==> config.mk <==
export PLATFORM = sky130hd
export DESIGN_NAME = muldiv_unit
export DESIGN_NICKNAME = d
export VERILOG_FILES = /design/src/rtl/muldiv_pkg.sv /design/src/rtl/muldiv_unit_cond_negate.sv /design/src/rtl/muldiv_unit.sv
export SDC_FILE = /design/constraint.sdc
export NUM_CORES = 1
export LEC_CHECK = 0
export CAP_MARGIN = 20
export CORE_MARGIN = 4
export CORE_UTILIZATION = 50
export DETAILED_ROUTE_END_ITERATION = 6
export PLACE_DENSITY = 0.74
export SLEW_MARGIN = 20
export SYNTH_ARGS = -nofsm -noshare
export SYNTH_HDL_FRONTEND = slang
export SYNTH_SLANG_ARGS = --single-unit
==> constraint.sdc <==
create_clock -name clk -period 6 [get_ports clk]
set_input_delay 1.2 -clock clk [delete_from_list [all_inputs] [get_ports clk]]
set_output_delay 1.2 -clock clk [all_outputs]
set_load 0.01 [all_outputs]
==> src/rtl/muldiv_pkg.sv <==
// muldiv_pkg -- shared definitions for the iterative multiply/divide unit.
//   op_e     : 3-bit operation encoding driven on muldiv_unit.op
//   state_e  : FSM state encoding, also visible on muldiv_unit.dbg_state
//   is_div   : op is one of DIV, DIVU, REM, REMU
//   is_rem   : op returns the remainder (REM, REMU)
//   a_signed : operand a is treated as two's complement for this op
//   b_signed : operand b is treated as two's complement for this op
package muldiv_pkg;

    typedef enum logic [2:0] {
        OP_MUL    = 3'b000,
        OP_MULH   = 3'b001,
        OP_MULHSU = 3'b010,
        OP_MULHU  = 3'b011,
        OP_DIV    = 3'b100,
        OP_DIVU   = 3'b101,
        OP_REM    = 3'b110,
        OP_REMU   = 3'b111
    } op_e;

    typedef enum logic [1:0] {
        ST_IDLE = 2'd0,
        ST_CALC = 2'd1,
        ST_FIX  = 2'd2,
        ST_DONE = 2'd3
    } state_e;

    function automatic logic is_div(input logic [2:0] op);
        return op[2];
    endfunction

    function automatic logic is_rem(input logic [2:0] op);
        return op[2] & op[1];
    endfunction

    function automatic logic a_signed(input logic [2:0] op);
        logic s;
        case (op)
            OP_MUL, OP_MULH, OP_MULHSU, OP_DIV, OP_REM: s = 1'b1;
            default:                                    s = 1'b0;
        endcase
        return s;
    endfunction

    function automatic logic b_signed(input logic [2:0] op);
        logic s;
        case (op)
            OP_MUL, OP_MULH, OP_DIV, OP_REM: s = 1'b1;
            default:                         s = 1'b0;
        endcase
        return s;
    endfunction

endpackage

==> src/rtl/muldiv_unit_cond_negate.sv <==
// cond_negate -- conditional two's-complement negation.
//   x   : input value (W bits)
//   neg : 1 = output -x, 0 = output x unchanged
//   y   : result (W bits, wraps modulo 2**W)
module cond_negate #(
    parameter int W = 32
) (
    input  logic [W-1:0] x,
    input  logic         neg,
    output logic [W-1:0] y
);

    assign y = neg ? (~x + {{(W-1){1'b0}}, 1'b1}) : x;

endmodule

==> src/rtl/muldiv_unit.sv <==
// muldiv_unit -- iterative radix-2 multiply / divide unit.
//   clk       : clock, rising edge
//   rstn      : asynchronous active-low reset
//   start     : request strobe, accepted only on an edge where ready=1
//   op        : operation (see muldiv_pkg::op_e)
//   a, b      : operands (multiplicand/dividend, multiplier/divisor)
//   kill      : synchronous abort; returns to IDLE without a done pulse
//   ready     : unit idle, a start on this cycle's edge is accepted
//   done      : one-cycle pulse, result valid in that cycle
//   result    : last completed result, held until the next done
//   dbg_state : current FSM state (muldiv_pkg::state_e encoding)
//
// Handshake: a request transfers on a rising edge where start=1, ready=1 and
// kill=0; op/a/b are captured on that edge only. start while ready=0 is
// dropped (no queue). done and ready are never high together; ready rises
// the cycle after done, and a start in that cycle is accepted.
//
// Flow: IDLE -> CALC (N iterations on operand magnitudes) -> FIX (sign
// correction) -> DONE -> IDLE. Divide-by-zero and the signed DIV/REM
// overflow case skip straight from IDLE to DONE.
module muldiv_unit
    import muldiv_pkg::*;
#(
    parameter int N = 32
) (
    input  logic         clk,
    input  logic         rstn,
    input  logic         start,
    input  logic [2:0]   op,
    input  logic [N-1:0] a,
    input  logic [N-1:0] b,
    input  logic         kill,
    output logic         ready,
    output logic         done,
    output logic [N-1:0] result,
    output logic [1:0]   dbg_state
);

    localparam int CW = $clog2(N) + 1;

    state_e         state;
    logic [CW-1:0]  cnt;
    logic [2*N-1:0] acc;     // multiply: {partial hi, multiplier}; divide: {remainder, quotient}
    logic [N-1:0]   opnd;    // multiplicand or divisor magnitude
    logic           neg_q;   // final result must be negated in FIX
    logic [2:0]     op_q;

    // ---------------- operand decode at request time ----------------
    logic         a_neg, b_neg;
    logic [N-1:0] a_mag, b_mag;
    logic         b_zero, sdiv_ovf, req_neg;

    assign a_neg = a_signed(op) & a[N-1];
    assign b_neg = b_signed(op) & b[N-1];

    cond_negate #(.W(N)) u_abs_a (.x(a), .neg(a_neg), .y(a_mag));
    cond_negate #(.W(N)) u_abs_b (.x(b), .neg(b_neg), .y(b_mag));

    assign b_zero   = (b == '0);
    assign sdiv_ovf = is_div(op) & a_signed(op)
                    & (a == {1'b1, {(N-1){1'b0}}}) & (b == '1);
    // Remainder follows the dividend sign; everything else is sign(a)^sign(b).
    assign req_neg  = is_rem(op) ? a_neg : (a_neg ^ b_neg);

    // ---------------- one radix-2 step ----------------
    logic [N:0]     mul_sum;
    logic [2*N-1:0] mul_next;
    logic [N:0]     div_diff;
    logic [2*N-1:0] div_next;

    // Shift-add: add multiplicand into the high half when the multiplier LSB
    // is set, then shift the whole accumulator right with the carry.
    assign mul_sum  = {1'b0, acc[2*N-1:N]} + {1'b0, opnd};
    assign mul_next = acc[0] ? {mul_sum, acc[N-1:1]} : {1'b0, acc[2*N-1:1]};

    // Restoring divide: shift {rem, quo} left, trial-subtract the divisor
    // from the N+1-bit partial remainder; a borrow (bit N) means restore.
    assign div_diff = {acc[2*N-1:N], acc[N-1]} - {1'b0, opnd};
    assign div_next = div_diff[N] ? {acc[2*N-2:0], 1'b0}
                                  : {div_diff[N-1:0], acc[N-2:0], 1'b1};

    // ---------------- sign fix-up ----------------
    logic [2*N-1:0] fix_src, fix_res;
    logic [N-1:0]   fix_out;

    assign fix_src = is_rem(op_q) ? {{N{1'b0}}, acc[2*N-1:N]} :
                     is_div(op_q) ? {{N{1'b0}}, acc[N-1:0]}   : acc;

    cond_negate #(.W(2*N)) u_fix (.x(fix_src), .neg(neg_q), .y(fix_res));

    assign fix_out = (is_div(op_q) || op_q == OP_MUL) ? fix_res[N-1:0]
                                                      : fix_res[2*N-1:N];

    assign dbg_state = state;

    // ---------------- FSM and datapath registers ----------------
    always_ff @(posedge clk or negedge rstn) begin
        if (!rstn) begin
            state  <= ST_IDLE;
            ready  <= 1'b1;
            done   <= 1'b0;
            result <= '0;
            cnt    <= '0;
            acc    <= '0;
            opnd   <= '0;
            neg_q  <= 1'b0;
            op_q   <= '0;
        end else begin
            done <= 1'b0;
            case (state)
                ST_IDLE: begin
                    // kill has priority: a simultaneous request is dropped.
                    if (start && !kill) begin
                        op_q  <= op;
                        neg_q <= req_neg;
                        ready <= 1'b0;
                        if (is_div(op) && b_zero) begin
                            result <= is_rem(op) ? a : '1;
                            done   <= 1'b1;
                            state  <= ST_DONE;
                        end else if (sdiv_ovf) begin
                            result <= is_rem(op) ? '0 : a;
                            done   <= 1'b1;
                            state  <= ST_DONE;
                        end else begin
                            acc   <= {{N{1'b0}}, (is_div(op) ? a_mag : b_mag)};
                            opnd  <= is_div(op) ? b_mag : a_mag;
                            cnt   <= CW'(N - 1);
                            state <= ST_CALC;
                        end
                    end
                end
                ST_CALC: begin
                    if (kill) begin
                        ready <= 1'b1;
                        state <= ST_IDLE;
                    end else begin
                        acc <= is_div(op_q) ? div_next : mul_next;
                        cnt <= cnt - 1'b1;
                        if (cnt == '0) state <= ST_FIX;
                    end
                end
                ST_FIX: begin
                    if (kill) begin
                        ready <= 1'b1;
                        state <= ST_IDLE;
                    end else begin
                        result <= fix_out;
                        done   <= 1'b1;
                        state  <= ST_DONE;
                    end
                end
                ST_DONE: begin
                    ready <= 1'b1;
                    state <= ST_IDLE;
                end
                default: begin
                    ready <= 1'b1;
                    state <= ST_IDLE;
                end
            endcase
        end
    end

endmodule

==> flow_metrics.py, run 1 <==
metrics = {
    "grt": {
        "grt_max_degree": 88,
        "antenna_found_initial": 0,
        "grt_pass1_wl_um": 97600,
        "grt_usage": 0.355,
        "gr-total-overflow": 0,
        "grt_pass1_vias": 16089,
    },
    "worst_setup_path": {
        "cp.required_ns": 6.35,
        "worstPathMaxFanout": 35,
        "cp-end-kind": "flop",
        "path_buf_inv": 1,
        "arrival_ns": 5.26,
        "crit_family": "simple AND/OR/NAND/NOR gates",
        "path_cells": "clkdlybuf4s50_1 > or4_1 > nor3_1 > nand4_1 > o2bb2ai_1 > a31oi_1 > or2_2 > a211oi_1 > a21oi_1 > o21ai_0",
        "cp_slowest_stage_delay_ns": 0.59,
        "startpoint_type": "input port",
        "criticalPathCategory": "in2reg",
        "slowest_stage": "or2_2",
    },
    "drt": {
        "vias_per_cell": 6.77,
        "vias": 17353,
        "first_iter_violations": 2176,
        "routed_wl_um": 64300,
        "drc": 0,
        "drt_pass1_iterations": 7,
        "ant_nets": 0,
        "wl_per_cell_um": 25.1,
    },
    "timing": {
        "fin_skew_ns": 0.0127,
        "hold_viol_final": 0,
        "tightestPinTransition_ns": 1.12,
        "timing.final.crit_share": 0.819,
        "setup_violations": 0,
        "drv_slew": 0,
        "relSlewSlack": 0.254,
        "fin_tns_setup_ns": 0,
        "final.min_clock_period_ns": 4.91,
        "rsz0062_at_grt": "false",
        "fmax_mhz": 204,
    },
    "cts": {
        "cts_sinks": 142,
        "cts_buffers": 17,
        "ctsResizeCount": 0,
        "clkTransAtPathRegs_ns": 0.06,
        "cts_tree": "yes",
        "clock_latency_ns": 0.44,
        "clockBufferDepth": 2,
        "cts_hold_buf": 0,
        "post_cts_buffers": 0,
        "cts_max_level": 4,
        "root_buffer": "clkbuf_16",
    },
    "floorplan": {
        "dieArea_um2": 34900,
        "start_util": 0.506,
        "coreArea_um2": 31600,
        "placementRows": 65,
        "die_h_um": 187,
        "ios": 107,
        "fp.dieW_um": 187,
    },
    "finish": {
        "layout-drive-gt1-share": 0.0666,
        "synthToLayoutAreaGrowth_pct": 10.7,
        "fin_cells": 2564,
        "nFillCells": 3004,
        "final_nets": 2298,
        "antenna_cells": 0,
    },
    "logic_synthesis": {
        "synthXorXnorAreaFrac": 0.0817,
        "synth-adder-area-share": 0.0605,
        "async_flop_share": 1.00,
        "synthTopCellsByArea": "dfrtp_1, a21oi_1, ha_1",
        "synth_edf_count": 0,
        "synth_top_family_by_area": "compound AO/OA/AOI/OAI gates",
        "synth.area.mux_share": 0.0680,
        "yosys.area.top_type": "dfrtp_1",
        "ys.flop_type": "dfrtp_1",
        "synth-seq-cells": 142,
        "ys_types": 90,
        "synthesis.nets": 2301,
        "ys_warn_count": 0,
        "syn-instance-count": 2154,
        "avgSynthCellArea_um2": 7.42,
        "synth-compound-area-share": 0.307,
        "yosys.area_share.simple": 0.199,
        "seq_area_frac_synth": 0.223,
        "synth.top_cell.area_share": 0.221,
        "syn-cell-area_um2": 16000,
    },
    "worst_hold_path": {
        "min_path_type": "reg2reg",
    },
    "power": {
        "power_density_nw_per_um2": 598,
        "power.static_leakage_nw": 7.17,
        "vdd_drop_max_v": 0.000329,
    },
    "outcome": {
        "status": "finished, final reports clean",
    },
    "placement": {
        "gp_congestion": 0.991,
        "dp_hpwl_um": 49400,
        "portBuffers": 106,
        "place_inst": 2534,
    },
    "flow_run": {
        "cap_viol_max_count": 0,
    },
}
## final timing paths
path	from	to	slack [ns]	cells past startpoint
worst max-delay path	a[15]	result[27]	1.09	10
worst min-delay path	cnt[4]	cnt[4]	0.49	1
worst max register to register	op_q[2]	result[20]	1.43	10
worst min register to register	cnt[4]	cnt[4]	0.49	1
max in group asynchronous	rstn	opnd[13]	3.91	2
min in group asynchronous	rstn	result[26]	0.81	1
## where the power goes
group | internal (mW) | total (mW) | switching (mW)
clock network | 0.642 | 1.09 | 0.449
registers | 1.37 | 2.27 | 0.895
logic | 2.75 | 7.22 | 4.47
total | 4.77 | 10.6 | 5.81
## Yosys cell counts (42+ instances only)
| cell | number |
|---|---|
| nor3_1 | 53 |
| mux2_2 | 44 |
| a31oi_1 | 42 |
| mux2i_1 | 59 |
| o31ai_1 | 42 |
| a211oi_1 | 66 |
| inv_1 | 84 |
| nor2_1 | 236 |
| nand2_1 | 198 |
| clkbuf_1 | 112 |
| xnor2_1 | 90 |
| o21ai_0 | 158 |
| ha_1 | 74 |
| a21oi_1 | 254 |
| xor2_1 | 59 |
| dfrtp_1 | 141 |
## registers in the layout, summed over array words and instances (netlist names)
name       flops
done           1
op_q           3
dbg_state      2
ready          1
cnt            6
opnd          32
neg_q          1
acc           64
result        32
## cell type report
class,count,area (um2),share of cell area
clock buffers,21,470,0.0266
clock inverters,9,110,0.00623
inverters,85,319,0.0180
multi-input cells,1772,11500,0.648
flip-flops and latches,142,3560,0.201
well taps,402,503,0.0284
repair buffers,133,1260,0.0714
## cells by family after synthesis
group                      after synthesis
xor gates and xnor gates               149
AOI/OAI and AO/OA                      773
adders and majority gates               76
DFF                                    142
buffers and inverters                  240
muxes                                  103
and+or+nand+nor                        671
## metal layers
layer	GRT usage	wire length, um
met4	0.127	2380
met1	0.498	27000
met2	0.534	28000
met5	0	0
met3	0.0857	6870
## cells in the final DEF, fill, tap and decap left out, types with 22 or more instances in the layout
master           instances
a21oi_1                254
nor2_1                 235
nand2_1                197
o21ai_0                158
dfrtp_1                140
clkdlybuf4s50_1        104
xnor2_1                 90
inv_1                   84
ha_1                    73
a211oi_1                66
mux2i_1                 59
xor2_1                  59
nor3_1                  52
mux2_2                  44
o31ai_1                 42
a31oi_1                 42
nand3_1                 30
o211ai_1                29
buf_4                   28
a21o_1                  25
nand4_1                 22
## metrics by stage
step                 util  power [mW]  hold slack (ns)  worst slack, ns  instance area [um2]
finish              0.560        10.6            0.486             1.09                17700
global placement    0.542        9.14            0.462            0.654                17100
global route        0.560        11.3            0.511            0.854                17700
floorplan               -        6.98            0.442             2.19                16000
detailed placement  0.542        9.21            0.469            0.562                17100
CTS                 0.560        10.3            0.484             1.04                17700
Power figures use the tool's default switching activity.
==> run 2: changes to the inputs <==
--- a/config.mk
+++ b/config.mk
@@ -9,7 +9,7 @@
 export CORE_MARGIN = 4
 export CORE_UTILIZATION = 50
 export DETAILED_ROUTE_END_ITERATION = 6
-export PLACE_DENSITY = 0.74
+export PLACE_DENSITY = 0.77
 export SLEW_MARGIN = 20
 export SYNTH_ARGS = -nofsm -noshare
 export SYNTH_HDL_FRONTEND = slang
==> constraint.sdc (replaced) <==
create_clock -name clk -period 4.33 [get_ports clk]
set_input_delay 0.866 -clock clk [delete_from_list [all_inputs] [get_ports clk]]
set_output_delay 0.866 -clock clk [all_outputs]
set_load 0.01 [all_outputs]
==> run 2 against run 1 <==
The flow now finishes with violations (design-rule violations); via count grew 1.5%; power increased by 41%; clock skew up 0.0029 ns; die area is the same; combinational power increased by 45%; largest cell class unchanged.
==> flow_metrics.py, run 2 (synthesized netlist as in run 1, its figures left out) <==
metrics = {
    "timing": {
        "drv_slew": 0,
        "fmax_mhz": 257,
        "relSlewSlack": 0.360,
        "setup_violations": 0,
        "rsz0062_at_grt": "false",
        "final.min_clock_period_ns": 3.89,
        "tightestPinTransition_ns": 0.960,
        "hold_ws_ns": 0.470,
        "timing.final.crit_share": 0.898,
        "hold_viol_final": 0,
        "fin_skew_ns": 0.0156,
        "fin_tns_setup_ns": 0,
    },
    "floorplan": {
        "placementRows": 65,
        "fp.dieW_um": 187,
        "start_util": 0.506,
        "die_h_um": 187,
        "ios": 107,
        "coreArea_um2": 31600,
        "dieArea_um2": 34900,
    },
    "drt": {
        "ant_nets": 0,
        "vias_per_cell": 6.63,
        "wl_per_cell_um": 24.3,
        "routed_wl_um": 64500,
        "first_iter_violations": 2162,
        "drt_pass1_iterations": 7,
        "drc": 3,
        "vias": 17621,
    },
    "cts": {
        "cts_max_level": 4,
        "cts_sinks": 142,
        "cts_hold_buf": 0,
        "clkTransAtPathRegs_ns": 0.07,
        "post_cts_buffers": 0,
        "cts_buffers": 17,
        "clockBufferDepth": 2,
        "ctsResizeCount": 0,
        "root_buffer": "clkbuf_16",
        "cts_tree": "yes",
        "clock_latency_ns": 0.46,
    },
    "outcome": {
        "violations": "design-rule violations",
        "status": "finished, violations left",
    },
    "finish": {
        "largest_reg_flops": 64,
        "layout-drive-gt1-share": 0.104,
        "top_regs": "acc x64, opnd x32, result x32",
        "final_nets": 2389,
        "synthToLayoutAreaGrowth_pct": 15.4,
        "antenna_cells": 0,
        "largest_register": "acc",
        "final_util": 0.584,
        "layout_common_cells": "a21oi_1, nor2_1, nand2_1, o21ai_0, dfrtp_1",
        "fin_cells": 2657,
        "layout.cells.most_common": "a21oi_1",
    },
    "worst_setup_path": {
        "worst-r2r-setup-slack_ns": 0.44,
        "reg2reg_depth": 12,
        "cp-end-kind": "flop",
        "cp.required_ns": 4.65,
        "crit_start": "op_q[2]",
        "startpoint_type": "flop",
        "worstPathMaxFanout": 29,
        "path_cells": "nand2_1 > a21boi_0 > ha_1 > inv_1 > nor4_4 > nand4_2 > or2_1 > nor4_1 > mux2_2 > o2111ai_1 > buf_4 > a31oi_1",
        "criticalPathCategory": "reg2reg",
        "slowest_stage": "dfrtp_4",
        "arrival_ns": 4.21,
        "path_buf_inv": 2,
        "r2r_end": "result[20]",
        "cp_slowest_stage_delay_ns": 0.65,
        "r2r-start": "op_q[2]",
        "crit_family": "simple AND/OR/NAND/NOR gates",
    },
    "placement": {
        "portBuffers": 106,
        "place_inst": 2625,
        "dp_hpwl_um": 50700,
        "gp_congestion": 1.02,
    },
    "grt": {
        "grt_pass1_wl_um": 98600,
        "grt_max_degree": 93,
        "antenna_found_initial": 1,
        "gr-total-overflow": 0,
        "grt_pass1_vias": 16564,
        "grt_usage": 0.359,
    },
    "worst_hold_path": {
        "hp-start": "cnt[4]",
        "min_to": "cnt[4]",
        "min_path_type": "reg2reg",
        "whs_path_depth": 1,
    },
    "power": {
        "total_power_mw": 15.0,
        "vdd_drop_max_v": 0.000509,
        "power_density_nw_per_um2": 812,
        "power.static_leakage_nw": 7.65,
    },
    "flow_run": {
        "cap_viol_max_count": 0,
    },
}
## run 2: cell count changes in the layout (fill, tap and decap cells not counted), moves of 2 or more
cell	delta
buf_4	+86
buf_12	+5
clkbuf_8	-3
clkinv_4	+3
inv_8	+2
## run 2: worst reg2reg max path, stage by stage, from the launching register on
cell and delay (ns):
dfrtp_4 0.65, nand2_1 0.31, a21boi_0 0.35, ha_1 0.20
inv_1 0.08, nor4_4 0.38, nand4_2 0.21, or2_1 0.33
nor4_1 0.37, mux2_2 0.39, o2111ai_1 0.24, buf_4 0.18
a31oi_1 0.08
## run 2: worst max-delay path by stage
stage / depth (start not counted) / to
floorplan: 15 / result[20]
global placement: 11 / result[27]
global route: 12 / result[20]
detailed placement: 9 / result[15]
CTS: 14 / acc[53]
finish: 12 / result[20]
## run 2: through the flow
stage               setup slack [ns]  cell area, um2
finish                         0.442           18400
global route                   0.221           18400
CTS                            0.531           18400
detailed placement            0.0628           17800
global placement               0.161           17800
floorplan                      0.678           16000
## run 2: layout make-up
cell class                      instances  area [um2]
Fill cell                            2996       13100
Sequential cell                       142        3560
Clock buffer                           19         433
Inverter                               85         319
Multi-Input combinational cell       1772       11500
Tap cell                              402         503
Timing Repair Buffer                  224        2010
Clock inverter                         13         155
## run 2: metal layers
| layer | global-route usage | routed length, um | vias to the layer above |
|---|---|---|---|
| li1 | - | - | 8082 |
| met3 | 0.0831 | 6620 | 165 |
| met1 | 0.497 | 27000 | 8354 |
| met4 | 0.155 | 3090 | 2 |
| met5 | 0 | 13 | - |
| met2 | 0.539 | 27800 | 1018 |
## run 2: where the power goes
part	switching [mW]	internal [mW]
Clock	0.698	0.863
Sequential	0.962	1.91
Combinational	6.45	4.07
Total	8.11	6.84
